### config.mk
export PLATFORM = sky130hd
export DESIGN_NAME = key_debounce
export DESIGN_NICKNAME = d
export VERILOG_FILES = /design/src/rtl/key_debounce_pkg.sv /design/src/rtl/key_debounce_chan.sv /design/src/rtl/key_debounce.sv
export SDC_FILE = /design/constraint.sdc
export NUM_CORES = 1
export LEC_CHECK = 0
export CORE_ASPECT_RATIO = 1.2
export CORE_MARGIN = 1.5
export CORE_UTILIZATION = 40
export DETAILED_ROUTE_END_ITERATION = 12
export SLEW_MARGIN = 40
export SYNTH_ARGS = -nofsm -noshare
export SYNTH_HDL_FRONTEND = slang
export SYNTH_SLANG_ARGS = --single-unit
export TNS_END_PERCENT = 100
### constraint.sdc
create_clock -name clk -period 2.3 [get_ports clk]
set_input_delay 0.23 -clock clk [delete_from_list [all_inputs] [get_ports clk]]
set_output_delay 0.23 -clock clk [all_outputs]
set_load 0.01 [all_outputs]
### src/rtl/key_debounce_pkg.sv
// Shared types and default timing constants for the key debouncer.
// KEY_DEBOUNCE_LONGPRESS_EN (optional macro) enables the long-press hold counter.
package key_debounce_pkg;

  typedef enum logic {
    STABLE   = 1'b0,
    SETTLING = 1'b1
  } chan_state_e;

  // 10 ms debounce and 1 s long-press at a 50 MHz clock
  localparam int unsigned DB_CYCLES_DEF = 500000;
  localparam int unsigned LP_CYCLES_DEF = 50000000;

endpackage

### src/rtl/key_debounce_chan.sv
// One debounce channel: 2-flop synchronizer, STABLE/SETTLING state machine,
// press strobe, and (with KEY_DEBOUNCE_LONGPRESS_EN) a long-press hold counter.
// Ports:
//   clk, reset_n  : clock, async active-low reset
//   raw           : raw active-low key input (asynchronous)
//   db            : debounced level (active-low)
//   press         : one-cycle strobe when db has just fallen
//   long_press    : one-cycle strobe after a long continuous press (0 when disabled)
module key_debounce_chan
  import key_debounce_pkg::*;
#(
  parameter int unsigned DB_CYCLES = DB_CYCLES_DEF
`ifdef KEY_DEBOUNCE_LONGPRESS_EN
  , parameter int unsigned LP_CYCLES = LP_CYCLES_DEF
`endif
) (
  input  logic clk,
  input  logic reset_n,
  input  logic raw,
  output logic db,
  output logic press,
  output logic long_press
);

  localparam int CW = $clog2(DB_CYCLES);
  // The state machine spends DB_CYCLES edges on a differing level, the first
  // of them in STABLE; the accepting edge is the one that would bring the
  // count to DB_CYCLES-1, which keeps key_raw->db at exactly 2+DB_CYCLES edges.
  localparam logic [CW-1:0] CNT_LAST = CW'(DB_CYCLES - 2);

  logic [1:0]    sync;
  logic          sample;
  chan_state_e   state, state_nx;
  logic [CW-1:0] cnt, cnt_nx;
  logic          db_nx, press_nx;

  always_ff @(posedge clk or negedge reset_n) begin
    if (!reset_n) sync <= 2'b11;
    else          sync <= {sync[0], raw};
  end

  assign sample = sync[1];

  always_comb begin
    state_nx = state;
    cnt_nx   = '0;
    db_nx    = db;
    press_nx = 1'b0;
    unique case (state)
      STABLE: begin
        if (sample != db) state_nx = SETTLING;
      end
      SETTLING: begin
        if (sample == db) begin
          state_nx = STABLE;                  // bounced back, drop the attempt
        end else if (cnt == CNT_LAST) begin
          state_nx = STABLE;
          db_nx    = sample;
          press_nx = ~sample;                 // strobe on acceptance of 0 only
        end else begin
          cnt_nx = cnt + 1'b1;
        end
      end
      default: state_nx = STABLE;
    endcase
  end

  always_ff @(posedge clk or negedge reset_n) begin
    if (!reset_n) begin
      state <= STABLE;
      cnt   <= '0;
      db    <= 1'b1;
      press <= 1'b0;
    end else begin
      state <= state_nx;
      cnt   <= cnt_nx;
      db    <= db_nx;
      press <= press_nx;
    end
  end

`ifdef KEY_DEBOUNCE_LONGPRESS_EN
  localparam int HW = $clog2(LP_CYCLES);
  localparam logic [HW-1:0] HOLD_LAST = HW'(LP_CYCLES - 1);

  logic [HW-1:0] hold;
  logic          fired;

  // hold is 0 on the edge db falls and counts up while db stays low; the
  // strobe follows the cycle it saturates, and fired keeps it to one per press.
  always_ff @(posedge clk or negedge reset_n) begin
    if (!reset_n) begin
      hold       <= '0;
      fired      <= 1'b0;
      long_press <= 1'b0;
    end else begin
      long_press <= 1'b0;
      if (db) begin
        hold  <= '0;
        fired <= 1'b0;
      end else if (hold != HOLD_LAST) begin
        hold <= hold + 1'b1;
      end else if (!fired) begin
        long_press <= 1'b1;
        fired      <= 1'b1;
      end
    end
  end
`else
  assign long_press = 1'b0;
`endif

endmodule

### src/rtl/key_debounce.sv
// Multi-key debouncer: NUM_KEYS independent channels, all registered outputs.
// Optional macro KEY_DEBOUNCE_LONGPRESS_EN adds per-key long-press strobes;
// without it long_press is tied to 0.
// Ports:
//   clk, reset_n : single clock, async active-low reset
//   key_raw      : raw active-low pushbuttons (0 = pressed)
//   key_db       : debounced levels, same polarity as key_raw
//   press_pulse  : per-key one-cycle strobe on accepted press
//   long_press   : per-key one-cycle strobe after LP_CYCLES of held press
module key_debounce
  import key_debounce_pkg::*;
#(
  parameter int unsigned NUM_KEYS  = 2,
  parameter int unsigned DB_CYCLES = DB_CYCLES_DEF,
  parameter int unsigned LP_CYCLES = LP_CYCLES_DEF
) (
  input  logic                clk,
  input  logic                reset_n,
  input  logic [NUM_KEYS-1:0] key_raw,
  output logic [NUM_KEYS-1:0] key_db,
  output logic [NUM_KEYS-1:0] press_pulse,
  output logic [NUM_KEYS-1:0] long_press
);

  if (DB_CYCLES < 2 || DB_CYCLES > 32'd16777215) begin : g_bad_db
    $error("key_debounce: DB_CYCLES must be within 2..2^24-1");
  end
  if (LP_CYCLES < 2) begin : g_bad_lp
    $error("key_debounce: LP_CYCLES must be at least 2");
  end

  for (genvar i = 0; i < NUM_KEYS; i++) begin : g_chan
    key_debounce_chan #(
      .DB_CYCLES(DB_CYCLES)
`ifdef KEY_DEBOUNCE_LONGPRESS_EN
      , .LP_CYCLES(LP_CYCLES)
`endif
    ) u_chan (
      .clk        (clk),
      .reset_n    (reset_n),
      .raw        (key_raw[i]),
      .db         (key_db[i]),
      .press      (press_pulse[i]),
      .long_press (long_press[i])
    );
  end

endmodule

After elaboration in Yosys (flattened, before gate mapping)
Cells that the tools add are included.
{ "totals": {"inputBits": 4, "out_inout_bits": 6, "reg_bits": 48, "wordCells": 46} }
{ "op_classes": {"n_eq_ne": 6, "reduce_logical": 2, "bitwise": 6, "n_addsub": 2, "muxes": 20} }
{ "ops": {"columns": ["op", "count"], "rows": [
  ["$mux W19", 6],
  ["$add A19 B1 Y19 const B", 2],
  ["$eq A19 B19 Y1 const B", 2],
  ["$mux W1", 12],
  ["$not A1 Y1", 6],
  ["$reduce_and A3 Y1", 2],
  ["$pmux W1 S2", 2],
  ["$eq A1 B1 Y1", 2],
  ["$ne A1 B1 Y1", 2]
]} }

Depth between registers and ports, before layout
Gate-level depths: netlist (run 1).
{ "depth": {"depth_word": 4, "ltp_mapped": 7, "depth_no_buf": 6} }

Cells and area by module
A second synthesis (run 1) with hierarchy kept.
{ "hier_totals": {"cells_unflattened": 230, "hier_area_um2": 2374.8} }
{ "by_module_without_submodules": {"columns": ["mod", "instances", "cells_each", "area_each_um2", "seq_area_each_um2"], "rows": [
  ["key_debounce_chan", 2, 115, 1187.4, 604.3]
]} }

Worst setup path after synthesis (run 1)
No wires, ideal clock.
{ "synth_path": {"kind": "register -> register", "startpoint": "register g_chan[0].u_chan.cnt[0]", "endpoint": "register g_chan[0].u_chan.db", "stages_incl_launch_ff": 7, "synth_period_minus_slack_ns": 1.846, "t_arrival_ns": 1.764, "t_required_ns": 2.218, "slack_ns": 0.454, "setup_time_ns": 0.082, "path_buffers": 0, "cell_sequence": "dfrtp_1 -> inv_1 -> ha_1 -> and4bb_1 -> nand4_2 -> or4_4 -> mux2_4"} }
{ "synth_via": {"elab_chain_cells": 2} }
{ "synth_rtl": {"columns": ["element", "line", "text"], "rows": [
  ["from (decl)", "key_debounce_chan.sv:34", "logic [CW-1:0] cnt, cnt_nx;"],
  ["from (signal assigned)", "key_debounce_chan.sv:76", "cnt <= cnt_nx;"],
  ["$eq A19 B19 Y1", "key_debounce_chan.sv:56", "end else if (cnt == CNT_LAST) begin"],
  ["$reduce_and A3 Y1 (no line)", null, null],
  ["to (signal assigned)", "key_debounce_chan.sv:77", "db <= db_nx;"],
  ["to (decl)", "key_debounce_chan.sv:20", "output logic db,"]
]} }
Every way passes these cells.
A chain may end at the register's enable or synchronous reset.

Worst setup path in the final report (run 1)
Ends and elaborated chain as after synthesis.

==> flow_metrics.env, run 1 <==
export IMPL_outcome="completed"
export IMPL_maxCapViolCount=0
export IMPL_yosys_area_top_type="dfrtp_1"
export IMPL_fin_crit_sh_pct=83.52
export IMPL_place_inst=314
export IMPL_wl_per_cell_microns=13.51
export IMPL_port_buffers=7
export IMPL_power_density_mw_per_mm2=577.0
export IMPL_core_sq_mm=0.005705
export IMPL_nets=250
export IMPL_reg2reg_from="g_chan[0].u_chan.cnt[0]"
export IMPL_dieWidth_microns=73.45
export IMPL_drtAntennaViolNets=0
export IMPL_fmax_ghz=0.5206
export IMPL_wl_mm=4.363
export IMPL_muxShareOfSynthArea_pct=1.103
export IMPL_dieArea_sq_mm=0.006430
export IMPL_clock_skew_ns=0.008098
export IMPL_clock_root_buffer="clkbuf_8"
export IMPL_drt_vias_per_instance=5.077
export IMPL_synthTopCellsByArea="dfrtp_1, xnor2_1, dfstp_2"
export IMPL_path_max_fanout=5
export IMPL_h_tree_depth=2
export IMPL_drc=0
export IMPL_synth_xor_area_share_pct=11.76
export IMPL_hold_path_class="input port to flop"
export IMPL_clock_latency_ns=0.31
export IMPL_yosys_area_share_adder_pct=2.101
export IMPL_finalMaxSlewViolations=0
export IMPL_routabilityCongestion=0.8371
export IMPL_synth_top_family_by_area="simple AND/OR/NAND/NOR gates"
export IMPL_layout_common_cells="dfrtp_1, nor2_1, xnor2_1"
export IMPL_cts_sinks=48
export IMPL_crit_type="flop to flop"
export IMPL_clk_pin_slew_ns=0.09
export IMPL_hold_start="key_raw[1]"
export IMPL_cts_tree="built"
export IMPL_crit_arrival_ns=2.16
export IMPL_drt_pass1_iter_count=4
export IMPL_utilization_pct=46.36
export IMPL_synthSimpleGateAreaFrac_pct=27.00
export IMPL_cts_max_path_buffers=2
export IMPL_finalHoldViolCount=0
export IMPL_worstMarginPinSlew_ns=0.5708
export IMPL_finalSetupViolCount=0
export IMPL_ys_warn_count=0
export IMPL_grt_pass1_vias=1608
export IMPL_nFillCells=546
export IMPL_cp_data_required_time_ns=2.53
export IMPL_ys_seq_area_share_pct=50.74
export IMPL_p_leak_nw=0.9889
export IMPL_final_common_cell="dfrtp_1"
export IMPL_ys_async_sr_fraction_pct=100.0
export IMPL_syn_area_sq_mm=0.002382
export IMPL_synth_enable_flop_cells=0
export IMPL_avgSynthCellArea_sq_um=10.31
export IMPL_fin_setup_tns_ns=0
export IMPL_startpoint="g_chan[0].u_chan.cnt[0]"
export IMPL_max_slew_margin_pct=61.59
export IMPL_synth_top_area_share_pct=44.12
export IMPL_start_kind="flop"
export IMPL_grt_setup_unrepaired="no"
export IMPL_drt_iter0_drc=94
export IMPL_synthFlopType="dfrtp_1"
export IMPL_numCtsBuffers=5
export IMPL_grt_pass1_wl_mm=7.534
export IMPL_drive_gt1_share_pct=12.35
export IMPL_cts_resized=0
export IMPL_place_hpwl_mm=3.063
export IMPL_grt_max_degree=36
export IMPL_max_vdd_ir_drop_uv=309.5
export IMPL_end_kind="flop"
export IMPL_instances_no_fill=323
export IMPL_num_vias=1640
export IMPL_io_pins=10
export IMPL_min_period_ns=1.921
export IMPL_yosysUniqueCellTypes=39
export IMPL_gr_total_overflow=0
export IMPL_synthCells=231
export IMPL_diodes=0
export IMPL_synthToLayoutAreaGrowth_pct=11.03
export IMPL_die_y_microns=87.54
export IMPL_antenna_found_initial=0
export IMPL_start_util_pct=41.75
export IMPL_groute_usage_overall_pct=15.31
export IMPL_row_count=30
export IMPL_synth_compound_area_share_pct=3.309
export IMPL_ys_ff_latch=48
## path summary, 6_finish.rpt
check	cells past startpoint	endpoint	slack [ns]
max in group asynchronous	3	g_chan[0].u_chan.sync[1]	1.16
min reg2reg	0	g_chan[1].u_chan.sync[1]	0.36
min	1	g_chan[1].u_chan.sync[0]	0.32
max	6	g_chan[0].u_chan.db	0.38
max reg2reg	6	g_chan[0].u_chan.db	0.38
min in group asynchronous	2	g_chan[1].u_chan.cnt[15]	0.34
## sequential cells by signal, indices dropped and copies added, names as in the netlist
register	count
g_chan.u_chan.press	2
g_chan.u_chan.db	2
g_chan.u_chan.sync	4
g_chan.u_chan.state	2
g_chan.u_chan.cnt	38
## cells by family (layout without fill, tap and decap cells)
family | after synthesis | after routing
simple gates | 116 | 116
flops | 48 | 48
xor+xnor | 32 | 32
buf+inv | 18 | 29
compound gates | 10 | 10
fa+ha+maj | 4 | 4
mux | 2 | 2
other cells | 1 | 2
## metal layers
layer	routed length [microns]	vias to the layer above	GRT usage (%)
met2	2244	13	26.13
met4	53	0	5.724
li1	-	821	-
met5	0	-	0
met1	1978	800	18.35
met3	86	6	4.143
## report_power, final
| group | switching (mW) | total, mW | internal (mW) |
|---|---|---|---|
| Combinational | 0.0346 | 0.0512 | 0.0166 |
| Clock | 0.290 | 0.612 | 0.322 |
| Sequential | 0.00815 | 0.863 | 0.855 |
## through the flow
step | instance area [sq um] | power [mW] | setup slack [ns] | hold slack (ns)
6_report | 2645 | 1.526 | 0.3791 | 0.3245
3_5_place_dp | 2524 | 0.9315 | 0.3855 | 0.1465
2_1_floorplan | 2386 | 0.9012 | 0.4539 | -0.06559
3_3_place_gp | 2524 | 0.9302 | 0.4152 | 0.1419
4_1_cts | 2645 | 1.555 | 0.3739 | 0.3119
5_1_grt | 2645 | 1.595 | 0.2459 | 0.3067
## cell type report
type | count | area, sq um | area share (%)
Sequential cell | 48 | 1209 | 45.70
Multi-Input combinational cell | 166 | 1086 | 41.06
Timing Repair Buffer | 12 | 105.1 | 3.974
Tap cell | 80 | 100.1 | 3.784
Clock buffer | 5 | 68.82 | 2.602
Clock inverter | 3 | 42.54 | 1.608
Inverter | 9 | 33.78 | 1.277
## synth_stat cells (2+ instances only)
cell	n
a21oi_1	4
and3_1	2
buf_4	6
clkbuf_1	2
dfrtp_1	42
dfstp_2	6
ha_1	4
inv_1	9
nand2_1	5
nand3_1	20
nand4_1	8
nand4_2	2
nor2_1	39
nor3_1	9
nor4_1	11
nor4b_1	3
o21ai_0	3
or3_1	4
or4_4	2
xnor2_1	24
xor2_1	8
## critical path: stages, from the launching register on
cell	delay [ns]
dfrtp_1	0.43
inv_1	0.08
ha_1	0.13
and4bb_1	0.21
nand4_2	0.14
or4_4	0.56
mux2_4	0.31
## what timing repair did
item | in CTS | in global routing
buffers inserted | 0 | 0
hold buffers | 1 | 0
hold endpoints to repair | 10 | 0
No activity file was read; power rests on OpenSTA's default activity.
==> run 2: changes to the inputs <==
==> constraint.sdc (replaced) <==
create_clock -name clk -period 1.95 [get_ports clk]
set_input_delay 0.195 -clock clk [delete_from_list [all_inputs] [get_ports clk]]
set_output_delay 0.195 -clock clk [all_outputs]
set_load 0.01 [all_outputs]
==> flow_metrics.env, run 2 (same netlist as run 1, synthesis figures left out) <==
export IMPL_hold_path_class="input port to flop"
export IMPL_hold_end="g_chan[1].u_chan.sync[0]"
export IMPL_h_tree_depth=2
export IMPL_final_common_cell="dfrtp_1"
export IMPL_max_slew_margin_pct=67.59
export IMPL_cts_tree="built"
export IMPL_min_path_cells=1
export IMPL_io_pins=10
export IMPL_grt_setup_unrepaired="no"
export IMPL_fin_crit_sh_pct=95.02
export IMPL_min_period_ns=1.853
export IMPL_diodes=0
export IMPL_start_util_pct=41.75
export IMPL_max_stage_delay_ns=0.57
export IMPL_critPathTopFamily="simple AND/OR/NAND/NOR gates"
export IMPL_p_leak_nw=1.063
export IMPL_grt_pass1_wl_mm=7.879
export IMPL_grt_pass1_vias=1698
export IMPL_antenna_found_initial=0
export IMPL_num_vias=1643
export IMPL_fmax_ghz=0.5397
export IMPL_reg2reg_depth=5
export IMPL_cts_sinks=48
export IMPL_wl_per_cell_microns=13.21
export IMPL_largest_register="g_chan.u_chan.cnt"
export IMPL_start_kind="flop"
export IMPL_maxCapViolCount=0
export IMPL_row_count=30
export IMPL_end_kind="flop"
export IMPL_finalHoldViolCount=0
export IMPL_port_buffers=7
export IMPL_finalSetupViolCount=0
export IMPL_path_buf_inv=0
export IMPL_dieWidth_microns=73.45
export IMPL_clock_root_buffer="clkbuf_8"
export IMPL_cts_max_path_buffers=2
export IMPL_nets=265
export IMPL_drt_pass1_iter_count=4
export IMPL_drt_iter0_drc=68
export IMPL_drive_gt1_share_pct=17.44
export IMPL_place_hpwl_mm=3.292
export IMPL_wl_mm=4.465
export IMPL_routabilityCongestion=0.8598
export IMPL_drtAntennaViolNets=0
export IMPL_drc=0
export IMPL_core_sq_mm=0.005705
export IMPL_clk_pin_slew_ns=0.08
export IMPL_path_max_fanout=4
export IMPL_grt_max_degree=23
export IMPL_gr_total_overflow=0
export IMPL_worst_hold_slack_ns=0.3030
export IMPL_die_y_microns=87.54
export IMPL_crit_arrival_ns=2.08
export IMPL_reg2reg_slack_ns=0.1
export IMPL_critical_path_cell_chain="ha_1 > and4bb_1 > nand4_2 > or4_4 > mux2_4"
export IMPL_groute_usage_overall_pct=15.74
export IMPL_reg2reg_from="g_chan[0].u_chan.cnt[1]"
export IMPL_top_regs="g_chan.u_chan.cnt (38), g_chan.u_chan.sync (4)"
export IMPL_power_density_mw_per_mm2=644.3
export IMPL_numCtsBuffers=5
export IMPL_max_vdd_ir_drop_uv=357.0
export IMPL_hold_start="key_raw[1]"
export IMPL_r2r_end="g_chan[0].u_chan.db"
export IMPL_synthToLayoutAreaGrowth_pct=15.86
export IMPL_clock_latency_ns=0.30
export IMPL_dieArea_sq_mm=0.006430
export IMPL_fin_setup_tns_ns=0
export IMPL_worstMarginPinSlew_ns=0.4794
export IMPL_clock_skew_ns=0.008065
export IMPL_largest_register_ffs=38
export IMPL_cp_data_required_time_ns=2.17
export IMPL_drt_vias_per_instance=4.861
export IMPL_layout_common_cells="dfrtp_1, nor2_1, xnor2_1"
export IMPL_crit_type="flop to flop"
export IMPL_finalMaxSlewViolations=0
export IMPL_critical_path_slowest_cell="or4_4"
export IMPL_outcome="completed"
-- run 2: cell types whose count changed in the layout (fill, tap and decap cells not counted), sizes merged --
cell / before / now
clkbuf: 5 / 6
buf: 5 / 20
clkinvlp: 1 / 0
-- run 2: cell type report --
type                            instances  area [sq um]
Clock buffer                            6         72.57
Inverter                                9         33.78
Sequential cell                        48          1209
Fill cell                             567          2945
Timing Repair Buffer                   27         217.7
Multi-Input combinational cell        166          1092
Tap cell                               80         100.1
Clock inverter                          2         35.03
-- run 2: report_power, final --
part           internal, mW  switching [mW]
Combinational        0.0241          0.0424
Clock                 0.381           0.315
Sequential             1.01         0.00854
Total                  1.41           0.366
-- run 2: how the worst max path moves through the flow --
stage	startpoint	to	slack, ns	depth (start not counted)
floorplan	g_chan[0].u_chan.cnt[0]	g_chan[0].u_chan.db	0.10	6
global placement	g_chan[0].u_chan.cnt[9]	g_chan[0].u_chan.db	0.12	4
detailed placement	g_chan[0].u_chan.cnt[0]	g_chan[0].u_chan.db	0.08	6
CTS	g_chan[0].u_chan.cnt[0]	g_chan[0].u_chan.db	0.06	6
global route	g_chan[0].u_chan.cnt[0]	g_chan[0].u_chan.db	0.005	6
finish	g_chan[0].u_chan.cnt[1]	g_chan[0].u_chan.db	0.1	5
-- run 2: through the flow --
stage	utilization [%]	worst slack, ns	std cells	total power, mW	cell area (sq um)
floorplan	-	0.1039	232	1.063	2386
global placement	46.07	0.1155	328	1.102	2629
CTS	48.14	0.05895	337	1.822	2746
detailed placement	46.07	0.07819	328	1.104	2629
global route	48.38	0.005241	338	1.865	2760
finish	48.38	0.09720	338	1.778	2760
-- run 2: metal layers --
| metal | GRT usage, % | share of wire (%) | vias to the layer above |
|---|---|---|---|
| li1 | - | - | 848 |
| met1 | 17.52 | 43 | 776 |
| met2 | 29.40 | 53 | 11 |
| met3 | 3.222 | 1.8 | 8 |
| met4 | 5.219 | 1.7 | 0 |
| met5 | 0 | 0 | - |
-- run 2: repair_timing --
action	in CTS	in global routing
endpoints found under the setup margin	0	2
resized for setup	0	1
hold buffers	1	0
buffers inserted	0	1
hold endpoints to repair	17	0
